===== config.mk =====
export PLATFORM = sky130hd
export DESIGN_NAME = rx_chan_sequencer
export DESIGN_NICKNAME = d
export VERILOG_FILES = /design/src/rtl/rx_chan_sequencer.sv
export SDC_FILE = /design/constraint.sdc
export NUM_CORES = 1
export LEC_CHECK = 0
export ABC_AREA = 1
export CAP_MARGIN = 20
export CORE_UTILIZATION = 45
export DETAILED_ROUTE_END_ITERATION = 10
export PLACE_DENSITY = 0.74
export SLEW_MARGIN = 15
export SYNTH_ARGS = -nofsm -noshare
export SYNTH_HDL_FRONTEND = slang
export SYNTH_SLANG_ARGS = --single-unit

===== constraint.sdc =====
create_clock -name clk -period 12.5 [get_ports clk]
set_clock_uncertainty 0.05 [all_clocks]
set_input_delay 3.75 -clock clk [delete_from_list [all_inputs] [get_ports clk]]
set_output_delay 3.75 -clock clk [all_outputs]
set_load 0.01 [all_outputs]

===== src/rtl/rx_chan_sequencer.sv =====
// rx_chan_sequencer
//   Latches the I/Q words of all enabled DDC channels on each accepted
//   sample strobe. It then writes them as I/Q pairs into the RX FIFO,
//   lowest channel first, one word per cycle, and pauses while the FIFO is full.
//
// Ports
//   clk, reset          system clock, asynchronous active-high reset
//   enable              gates strobe acceptance only
//   channels[2:0]       active channels minus one (saturates at NCH_MAX-1)
//   strobe              one-cycle sample strobe
//   din                 packed channel samples, channel k = {Q, I}
//   fifo_full           RX FIFO full; suppresses the write
//   clr_overrun         synchronous clear of the overrun flag
//   wr_data, wr_en      FIFO write port (combinational from state + fifo_full)
//   sof                 start of frame, marks the channel-0 I write
//   sel[2:0]            channel index of the current word
//   busy                frame in progress
//   overrun             sticky: a strobe arrived before the frame drained
module rx_chan_sequencer #(
    parameter int unsigned NCH_MAX = 4,
    parameter int unsigned DW      = 16
) (
    input  logic                      clk,
    input  logic                      reset,
    input  logic                      enable,
    input  logic [2:0]                channels,
    input  logic                      strobe,
    input  logic [2*NCH_MAX*DW-1:0]   din,
    input  logic                      fifo_full,
    input  logic                      clr_overrun,
    output logic [DW-1:0]             wr_data,
    output logic                      wr_en,
    output logic                      sof,
    output logic [2:0]                sel,
    output logic                      busy,
    output logic                      overrun
);

    localparam int unsigned HW    = 2 * NCH_MAX * DW;
    localparam int unsigned NWORD = 2 * NCH_MAX;
    localparam int unsigned IDXW  = (NWORD > 1) ? $clog2(NWORD) : 1;
    localparam logic [2:0]  LAST_MAX = 3'(NCH_MAX - 1);

    typedef enum logic [1:0] {
        IDLE   = 2'd0,
        SEND_I = 2'd1,
        SEND_Q = 2'd2
    } state_t;

    state_t          state_q, state_d;
    logic [HW-1:0]   hold_q, hold_d;
    logic [2:0]      last_ch_q, last_ch_d;
    logic [2:0]      sel_q, sel_d;
    logic            overrun_q, overrun_d;

    logic            last_word;
    logic            accept;
    logic            req;
    logic [IDXW-1:0] word_idx;
    logic [DW-1:0]   words [NWORD];

    // Unpack the held frame into one entry per FIFO word, in send order.
    for (genvar g = 0; g < NWORD; g++) begin : g_words
        assign words[g] = hold_q[g*DW +: DW];
    end

    // State register.
    always_ff @(posedge clk or posedge reset) begin
        if (reset) begin
            state_q   <= IDLE;
            hold_q    <= '0;
            last_ch_q <= '0;
            sel_q     <= '0;
            overrun_q <= 1'b0;
        end else begin
            state_q   <= state_d;
            hold_q    <= hold_d;
            last_ch_q <= last_ch_d;
            sel_q     <= sel_d;
            overrun_q <= overrun_d;
        end
    end

    // Next-state logic and acceptance/overrun decisions.
    always_comb begin
        state_d   = state_q;
        hold_d    = hold_q;
        last_ch_d = last_ch_q;
        sel_d     = sel_q;
        overrun_d = overrun_q;

        // The final Q write frees the sequencer in the same cycle, so a
        // coincident strobe can chain a new frame without a gap.
        last_word = (state_q == SEND_Q) && (sel_q == last_ch_q) && !fifo_full;
        req       = strobe && enable;
        accept    = req && ((state_q == IDLE) || last_word);

        case (state_q)
            SEND_I: begin
                if (!fifo_full) begin
                    state_d = SEND_Q;
                end
            end
            SEND_Q: begin
                if (!fifo_full) begin
                    if (sel_q == last_ch_q) begin
                        state_d = IDLE;
                    end else begin
                        sel_d   = sel_q + 3'd1;
                        state_d = SEND_I;
                    end
                end
            end
            default: begin
                state_d = IDLE;
            end
        endcase

        if (accept) begin
            hold_d    = din;
            last_ch_d = (channels > LAST_MAX) ? LAST_MAX : channels;
            sel_d     = 3'd0;
            state_d   = SEND_I;
        end

        // Set has priority over clear.
        if (clr_overrun) begin
            overrun_d = 1'b0;
        end
        if (req && !accept) begin
            overrun_d = 1'b1;
        end
    end

    // Output decode: word index is (2*sel + Q); IDLE presents channel-0 I.
    always_comb begin
        word_idx = IDXW'({sel_q, (state_q == SEND_Q)});
        if (state_q == IDLE) begin
            word_idx = '0;
        end
        wr_data = words[word_idx];
        busy    = (state_q != IDLE);
        wr_en   = busy && !fifo_full;
        sof     = wr_en && (state_q == SEND_I) && (sel_q == 3'd0);
    end

    assign sel     = sel_q;
    assign overrun = overrun_q;

endmodule


==> metrics.txt <==
Resized Gates After CTS=0; clock transition at the registers of the reported paths=0.05 ns; crit end category=primary output; worst-path fanout max=5; Worst Hold Launch=hold_q[103]$_DFFE_PP0P_; Mapped Nets=1,033; worst-path cell chain=clkdlybuf4s50_1 > nor2_1 > nand2_1 > nor2_1 > clkdlybuf4s50_1; row count=44; Starting Density=46.48%; Synth cell types=21; Pleak=0.004539 uW; Critical-path top delay cell=clkdlybuf4s50_1; Final Critical Period=8.902 ns; Post-DP HPWL=12,530 um; Final Hold Fails=0; Port-buffer cells=159; RR Startpoint=sel[1]$_DFFE_PP0P_; YS warnings=0; Detail Route Antenna Nets=0; # nets final=1,155; Max VDD drop=0.1126 mV; antenna cells=0; CTS buffer count=17; Register Area=3428 um^2; crit path launch type=input port; setup tns final=0 ns; GRT Total Usage=25.71%; pin count of the biggest net entering global routing=116; Max Slew Vio Count=0; gr ovfl total=0; clock latency on the worst-skew pair=0.42 ns; share of cells above drive strength 1=4.767%; path type of the worst min-delay path=reg2reg; max incr delay on CP=0.53 ns; final setup fails=0; area of the multi-input gates=2870 um^2; fmax=112.3 MHz; final worst-path cycle share=71.22%; reg-to-reg slack, setup=9.96 ns; DRT iter0 DRCs=657; slew margin rel.=27.74%; DR WL/cell=15.73 um; hold endpoint=hold_q[103]$_DFFE_PP0P_; RSZ-0062 raised after global routing=false; drt pass-1 iters=10; mean post-synth cell area=7.614 um^2; Routed WL=19,070 um; die height=125.0 um; GPL Wtd Cong=0.8359; Worst R2R End=hold_q[72]$_DFFE_PP0P_; post-synthesis sequential area ratio=50.37%; Clock Path Buffers=2; Syn-to-layout area delta=32.15%; Placed Cells=1,180; violated checks=DRC; Worst Path Required=8.70 ns; CTS tree=built; DRC viols=18; core region area=14,640 um^2; die footprint=15,620 um^2; io pins=160; CTS Hold Bufs=0; pwr/cell area=233.2 nW/um^2; Post-CTS Setup Inserts=0; DR vias=6,294; max-cap check violation count=0; Via density=5.193; vias in the first global route=5,981; Post-Layout Cell Count=1,212; fillers=1,292; Worst-Margin Slew=1.084 ns; initial antenna violation count=0; post-route core utilization=61.42%; FF+latch count, synth=137; cell depth of the worst hold path=2; Post-Syn Area=6807 um^2; R2R depth=6; chip width=125.0 um; outcome=complete, but fails checks; placed instance area=8417 um^2; CP arrival=5.10 ns; cells after synthesis=894; clock sinks=137; first-pass GRT wire length=31,060 um; CTS Root Cell=clkbuf_16; depth of the CTS H-tree=4; WS Path Type=in2out; final instance area=8995 um^2
[final cells by class]
cell class                 count  share of cell area [%]
clock buffer                  23                   5.425
clock inverter                 8                  0.7790
inverter                      63                   2.712
multi-input combinational    630                   31.91
sequential                   137                   38.11
tap                          184                   2.559
timing repair buffer         167                   18.50
[metrics by stage]
step / power [uW] / hold slack, ns / worst slack (ns)
floorplan: 1308 / 0.3867 / 4.473
global placement: 1596 / 0.3995 / 3.619
detailed placement: 1618 / 0.4029 / 3.592
CTS: 2105 / 0.4171 / 3.587
global route: 2253 / 0.4309 / 3.468
finish: 2097 / 0.4147 / 3.598
[critical path, delay by kind of cell]
kind | cells | cell delay [ns]
buffers and inverters | 2 | 1.01
and+or+nand+nor | 3 | 0.34
[report_power, final]
group,switching [uW],internal (uW)
Sequential,118,662
Combinational,506,336
Clock,184,291
[registers in the layout, indices dropped and copies added (netlist names)]
name	flops
hold_q	128
last_ch_q	3
sel	3
state_q	2
overrun	1
[placed cells by master, fill, tap and decap left out, types with 16 or more instances in the layout]
cell type and instances:
o21a_1 16, nor2_1 41, dfrtp_1 137, clkdlybuf4s50_1 159, nand3_1 152, o21ai_0 16
nand2_1 345, inv_1 57, clkbuf_16 17, o211ai_1 48
[synthesized netlist by cell type]
cell      count  share of area (%)
inv_2         4               0.22
xnor2_1       1               0.13
nand2_2       2               0.18
o22ai_1       1              0.092
buf_1        10               0.55
nor2_1       42                2.3
buf_2        25                1.8
inv_1        58                3.2
dfrtp_1     137                 50
nand4_1       2               0.18
clkbuf_1     26                1.4
or2_2         2               0.18
ha_1          2               0.37
buf_4         2               0.22
o21ai_0      16                1.2
o211ai_1     48                5.3
nand2_1     346                 19
buf_6         1               0.17
o21a_1       16                1.8
clkinv_1      1              0.055
nand3_1     152                 11
[worst max-delay path by stage]
stage | from | endpoint | depth (start not counted)
after floorplan | fifo_full | sof | 3
after global placement | fifo_full | sof | 5
after detailed placement | fifo_full | sof | 5
after CTS | fifo_full | sof | 5
after global routing | fifo_full | sof | 5
final | fifo_full | sof | 5
[layer usage]
layer	track usage [%]	vias to the layer above	part of all wire, %
li1	-	3113	-
met3	5.862	35	7.1
met2	37.43	213	44
met1	36.89	2933	46
met5	0	-	0
met4	10.83	0	2.6
[cells by family (layout without fill, tap and decap cells)]
group / count (synthesis) / in the layout / synth area share (%)
flops: 137 / 137 / 50.37
buf+inv: 127 / 261 / 7.684
simple gates: 546 / 546 / 33.12
xor+xnor: 1 / 1 / 0.1287
fa+ha+maj: 2 / 2 / 0.3676
compound gates: 81 / 81 / 8.327
Power figures use the tool's default switching activity.
